<file path="src/rtl/ps2_pkg.sv">
// Shared PS/2 definitions: transmitter state encoding, command bytes and
// the device acknowledge code used by the keyboard receiver.
package ps2_pkg;

   typedef enum logic [2:0] {
      ST_IDLE,
      ST_INHIBIT,
      ST_REQ,
      ST_SHIFT,
      ST_ACK,
      ST_WAIT_IDLE
   } ps2_tx_state_t;

   localparam logic [7:0] CMD_SET_LEDS = 8'hED;
   localparam logic [7:0] CMD_ECHO     = 8'hEE;
   localparam logic [7:0] CMD_RESET    = 8'hFF;
   localparam logic [7:0] CMD_ENABLE   = 8'hF4;
   localparam logic [7:0] ACK_CODE     = 8'hFA;

   // PS/2 frames carry odd parity: data bits plus parity bit hold an odd count of ones.
   function automatic logic odd_parity(input logic [7:0] d);
      return ~^d;
   endfunction

endpackage

</file>
<file path="src/rtl/ps2_line_sync.sv">
// Three-flop synchronizers for the raw ps2_clk/ps2_data pins plus
// falling-edge detection on the clock line. Shared with the receiver.
module ps2_line_sync
   import ps2_pkg::*;
(
   input  logic clk,
   input  logic rst_n,
   input  logic ps2_clk_in,
   input  logic ps2_data_in,
   output logic clk_sync,
   output logic data_sync,
   output logic clk_fall
);

   logic clk_r0, clk_r1, clk_r2;
   logic data_r0, data_r1, data_r2;

   // Shift both pins through their chains; reset to the idle (high) bus level
   // so leaving reset never looks like a falling edge.
   always_ff @(posedge clk or negedge rst_n) begin
      if (!rst_n) begin
         clk_r0  <= 1'b1;
         clk_r1  <= 1'b1;
         clk_r2  <= 1'b1;
         data_r0 <= 1'b1;
         data_r1 <= 1'b1;
         data_r2 <= 1'b1;
      end else begin
         clk_r0  <= ps2_clk_in;
         clk_r1  <= clk_r0;
         clk_r2  <= clk_r1;
         data_r0 <= ps2_data_in;
         data_r1 <= data_r0;
         data_r2 <= data_r1;
      end
   end

   assign clk_fall  = clk_r2 & ~clk_r1;
   assign clk_sync  = clk_r2;
   assign data_sync = data_r2;

endmodule

</file>
<file path="src/rtl/ps2_host_tx.sv">
// Host-to-device PS/2 command transmitter: inhibit, request-to-send,
// shift 8 data + parity + stop on device clock falls, then check the ACK.
module ps2_host_tx
   import ps2_pkg::*;
#(
   parameter int unsigned INHIBIT_CYCLES = 10000,
   parameter int unsigned START_CYCLES   = 16,
   parameter int unsigned TIMEOUT_CYCLES = 2000000
) (
   input  logic       clk,
   input  logic       rst_n,
   input  logic       tx_valid,
   input  logic [7:0] tx_data,
   output logic       tx_ready,
   output logic       busy,
   output logic       tx_done,
   output logic       tx_err,
   input  logic       ps2_clk_in,
   input  logic       ps2_data_in,
   output logic       ps2_clk_oe,
   output logic       ps2_data_oe
);

   localparam int unsigned MAX_A   = (INHIBIT_CYCLES > START_CYCLES) ? INHIBIT_CYCLES : START_CYCLES;
   localparam int unsigned MAX_CYC = (MAX_A > TIMEOUT_CYCLES) ? MAX_A : TIMEOUT_CYCLES;
   localparam int          CNT_W   = (MAX_CYC < 2) ? 1 : $clog2(MAX_CYC);

   localparam logic [CNT_W-1:0] INH_LAST = CNT_W'(INHIBIT_CYCLES - 1);
   localparam logic [CNT_W-1:0] ST_LAST  = CNT_W'(START_CYCLES - 1);
   localparam logic [CNT_W-1:0] TO_LAST  = CNT_W'(TIMEOUT_CYCLES - 1);

   ps2_tx_state_t    state;
   logic [CNT_W-1:0] cnt;
   logic [3:0]       bit_cnt;
   logic [7:0]       shift_r;
   logic             parity_r;

   logic clk_sync, data_sync, clk_fall;

   ps2_line_sync u_sync (
      .clk         (clk),
      .rst_n       (rst_n),
      .ps2_clk_in  (ps2_clk_in),
      .ps2_data_in (ps2_data_in),
      .clk_sync    (clk_sync),
      .data_sync   (data_sync),
      .clk_fall    (clk_fall)
   );

   // Transmit sequencer; all outputs are registered. The shared counter times
   // inhibit and start phases, then becomes the frame timeout from clock release.
   always_ff @(posedge clk or negedge rst_n) begin
      if (!rst_n) begin
         state       <= ST_IDLE;
         cnt         <= '0;
         bit_cnt     <= '0;
         shift_r     <= '0;
         parity_r    <= 1'b0;
         tx_ready    <= 1'b1;
         busy        <= 1'b0;
         tx_done     <= 1'b0;
         tx_err      <= 1'b0;
         ps2_clk_oe  <= 1'b0;
         ps2_data_oe <= 1'b0;
      end else begin
         tx_done <= 1'b0;
         tx_err  <= 1'b0;
         case (state)
            ST_IDLE: begin
               // tx_ready is held low for the pulse cycle, so requests then are dropped
               if (tx_ready && tx_valid) begin
                  shift_r    <= tx_data;
                  parity_r   <= odd_parity(tx_data);
                  tx_ready   <= 1'b0;
                  busy       <= 1'b1;
                  ps2_clk_oe <= 1'b1;
                  cnt        <= '0;
                  state      <= ST_INHIBIT;
               end else begin
                  tx_ready <= 1'b1;
               end
            end

            ST_INHIBIT: begin
               if (cnt == INH_LAST) begin
                  cnt         <= '0;
                  ps2_data_oe <= 1'b1;
                  state       <= ST_REQ;
               end else begin
                  cnt <= cnt + CNT_W'(1);
               end
            end

            ST_REQ: begin
               if (cnt == ST_LAST) begin
                  cnt        <= '0;
                  bit_cnt    <= '0;
                  ps2_clk_oe <= 1'b0;
                  state      <= ST_SHIFT;
               end else begin
                  cnt <= cnt + CNT_W'(1);
               end
            end

            ST_SHIFT, ST_ACK, ST_WAIT_IDLE: begin
               if (cnt == TO_LAST) begin
                  // timeout takes priority over any line event this cycle
                  ps2_clk_oe  <= 1'b0;
                  ps2_data_oe <= 1'b0;
                  tx_err      <= 1'b1;
                  busy        <= 1'b0;
                  state       <= ST_IDLE;
               end else begin
                  cnt <= cnt + CNT_W'(1);
                  if (state == ST_SHIFT) begin
                     if (clk_fall) begin
                        bit_cnt <= bit_cnt + 4'd1;
                        if (bit_cnt < 4'd8) begin
                           ps2_data_oe <= ~shift_r[bit_cnt[2:0]];
                        end else if (bit_cnt == 4'd8) begin
                           ps2_data_oe <= ~parity_r;
                        end else begin
                           ps2_data_oe <= 1'b0;
                           state       <= ST_ACK;
                        end
                     end
                  end else if (state == ST_ACK) begin
                     if (clk_fall) begin
                        if (!data_sync) begin
                           state <= ST_WAIT_IDLE;
                        end else begin
                           tx_err <= 1'b1;
                           busy   <= 1'b0;
                           state  <= ST_IDLE;
                        end
                     end
                  end else begin
                     if (clk_sync && data_sync) begin
                        tx_done <= 1'b1;
                        busy    <= 1'b0;
                        state   <= ST_IDLE;
                     end
                  end
               end
            end

            default: begin
               ps2_clk_oe  <= 1'b0;
               ps2_data_oe <= 1'b0;
               busy        <= 1'b0;
               state       <= ST_IDLE;
            end
         endcase
      end
   end

endmodule

</file>
<file path="config.mk">
export PLATFORM = sky130hd
export DESIGN_NAME = ps2_host_tx
export DESIGN_NICKNAME = d
export VERILOG_FILES = /design/src/rtl/ps2_pkg.sv /design/src/rtl/ps2_line_sync.sv /design/src/rtl/ps2_host_tx.sv
export SDC_FILE = /design/constraint.sdc
export NUM_CORES = 1
export LEC_CHECK = 0
export ABC_AREA = 1
export BUFFER_PORTS_ARGS = -buffer_cell sky130_fd_sc_hd__buf_2
export CORE_MARGIN = 2
export CORE_UTILIZATION = 35
export DETAILED_ROUTE_END_ITERATION = 6
export HOLD_SLACK_MARGIN = 0.08
export PLACE_DENSITY_LB_ADDON = 0.25
export SLEW_MARGIN = 20
export SYNTH_ARGS = -nofsm -noshare
export SYNTH_HDL_FRONTEND = slang
export SYNTH_HIERARCHICAL = 1
export SYNTH_SLANG_ARGS = --single-unit
</file>
<file path="constraint.sdc">
create_clock -name clk -period 1.6 [get_ports clk]
set_input_delay 0.32 -clock clk [delete_from_list [all_inputs] [get_ports clk]]
set_output_delay 0.32 -clock clk [all_outputs]
set_load 0.05 [all_outputs]
</file>
==> results.md <==
* Fill count at 856
* Drt first-iter violations at 147
* Final hold vios at 0
* GRT met3 Usage at 2.88%
* RSZ-0062 raised after global routing: true
* Detailed placement HPWL at 6650 um
* Post-synthesis cell type count at 33
* TritonCTS clock tree: built
* Status: finished with violations
* Via count at 3,267
* Most frequent cells in the layout: 107 x nand2_1, 77 x buf_4, 43 x nor2_1
* Critical setup path kind: reg2reg
* Worst EP required at 1810 ps
* Area contributors post-synth: dfrtp_1 33%, nand2_1 15%, nor2_1 6.4%
* Area of the core at 0.00876 mm^2
* Worst vdd ir at 0.00113 V
* Worst slack at placement at -163 ps
* Total routed wirelength at 9030 um
* All-Layer GR Usage at 18.6%
* Port Buffers at 18
* Initial antenna violation count at 0
* Clock root cell: clkbuf_8
* Setup crit end kind: register
* Clock sink count at 49
* Max FO, Critical Path at 5
* Clk Latency, worst-skew pair at 310 ps
* CP arrival at 1890 ps
* Slew Limit Fails at 0
* Final instance area at 0.00443 mm^2
* Worst slew pin tran at 308 ps
* Clk slew on worst S/H paths at 100 ps
* Crit start category: register
* Number of global-route vias before repair at 3,108
* Failing checks: setup timing
* P per Cell Area at 1410 mW/mm^2
* GR peak layer: met2
* Final worst slack at -81.1 ps
* Total of max-cap violations at 0
* Nets at 561
* Dpl cell area at 0.00391 mm^2
* GPL Wtd Cong at 0.973
* Largest net degree at the start of global routing at 50
* DIE AREA at 0.00987 mm^2
* Power, Total at 6.24 mW
* First-pass GRT wire length at 14,700 um
* Cell Area, Synth at 0.00318 mm^2
* Die Y-Extent at 99.4 um
* Slew HR at 79.1%
* Synthesized netlist cell count at 443
* Tmin final at 1680 ps
* Clock buffer depth at 2
* Mapped Avg Cell Area at 7.19 um^2
* Final Setup Violations at 25
* Grt ovf at 0
* P_leak at 2.17 nW
* Met2 Use GR at 31.6%
* Drt via density at 5.00
* IO Pins at 19
* Peak Freq at 595 MHz
* EDFF count, synth at 0
* Area Overhead vs Synth at 39.1%
* Yosys reg bits at 49
* DRT antenna net count at 0
* Die extent in x at 99.4 um
* DR WL/cell at 13.8 um
* Cts bufs inserted at 5
* Met1 GRT Util at 24.2%
* Hold crit path type: in2reg
* Area leader, netlist: dfrtp_1
* Drt drc at 0
* Layout cell share with drive strength beyond 1 at 40.5%
* DRT Pass-1 Iters at 5
* Initial Utilization at 36.3%
* Commonest non-fill, non-tap cell in the layout: nand2_1
* Ys async rst share at 100%
* Top cell type's share of synthesized area at 33.0%
* Mapped Nets at 459
* Core Rows at 34
* YS warnings at 6
* Fraction of the cycle the final worst path needs at 105%
* # diodes at 0
* Sequential-to-total area share from yosys stat at 38.8%
* H-tree Lvls at 2
* Most used DFF post-synth: dfrtp_1
* Skew final at 9.86 ps
==> layout make-up <==
| cell class | instances | area [um^2] | area share [%] |
|---|---|---|---|
| flip-flops and latches | 49 | 1240 | 28.0 |
| inverters | 54 | 216 | 4.89 |
| multi-input cells | 330 | 1930 | 43.5 |
| repair buffers | 105 | 810 | 18.3 |
| clock inverters | 2 | 17.5 | 0.396 |
| clock buffers | 6 | 82.6 | 1.86 |
| well taps | 108 | 135 | 3.05 |
==> cell usage after synthesis, types with 6 or more instances <==
master,count
nor3_1,10
dfstp_2,7
nor2_2,7
inv_1,49
nand2_2,10
nor2_4,6
o21ai_0,20
o21ai_1,9
nand3_1,34
xnor2_1,7
o211ai_1,7
nand2_1,126
nand3_2,8
nand4_1,9
dfrtp_1,42
nor2_1,54
==> path summary, 6_finish.rpt <==
check | startpoint | to | slack (ps) | cells after the start
worst min register to register | u_sync/clk_r0$_DFF_PN1_ | u_sync/clk_r1$_DFF_PN1_ | 360 | 0
worst max register to register | cnt[15]$_DFFE_PN0P_ | state[1]$_DFFE_PN0P_ | -80 | 10
min in group asynchronous | rst_n | cnt[12]$_DFFE_PN0P_ | 500 | 3
worst max-delay path | cnt[15]$_DFFE_PN0P_ | state[1]$_DFFE_PN0P_ | -80 | 10
max in group asynchronous | rst_n | u_sync/clk_r1$_DFF_PN1_ | 780 | 3
worst min-delay path | ps2_clk_in | u_sync/clk_r0$_DFF_PN1_ | 100 | 1
==> what timing repair did <==
action,CTS,global route
resized for setup,40,58
gates cloned,0,0
endpoints found under the hold margin,42,0
buffers inserted,3,12
setup endpoints to repair,27,32
hold buffers,1,0
pin swaps,15,23
==> power by group <==
part / total (mW) / internal, mW / switching (mW)
logic: 3.70 / 1.48 / 2.23
registers: 1.71 / 1.52 / 0.194
clock network: 0.832 / 0.360 / 0.472
==> state kept, by name (all words and copies together) (netlist names), 3 cells and up <==
signal,cells
cnt,21
shift_r,8
bit_cnt,4
state,3
==> critical path, cell delays in order (launching register included) <==
cell and delay [ps]:
dfrtp_1 450, nor2_2 170, nand3_1 110, nor2_1 150
nand3_2 140, nand2_4 130, nand2_2 80, nor2_4 140
nand2_2 80, nand2_1 60, nand2_1 50
==> per-stage QoR <==
| stage | hold slack (ps) | TNS [ps] | utilization, % | cells |
|---|---|---|---|---|
| after floorplan | 24.4 | 0 | - | 443 |
| after global placement | 332 | -1210 | 44.6 | 632 |
| after detailed placement | 334 | -1900 | 44.6 | 632 |
| after CTS | 89.4 | -52.2 | 47.5 | 643 |
| after global routing | 83.2 | -3940 | 50.5 | 654 |
| final | 99.8 | -819 | 50.5 | 654 |
==> per-layer routing <==
layer / vias up / part of all wire [%]
met5: - / 0
met4: 0 / 2.1
met3: 19 / 3.7
met2: 84 / 50
met1: 1534 / 44
li1: 1630 / -
==> cell families after synthesis <==
kind of cell    share of synthesized area (%)
simple gates                             40.0
buf+inv                                  8.45
flops                                    38.8
compound gates                           8.53
xor+xnor                                 3.03
fa+ha+maj                                1.18
No activity file was read; power rests on OpenSTA's default activity.
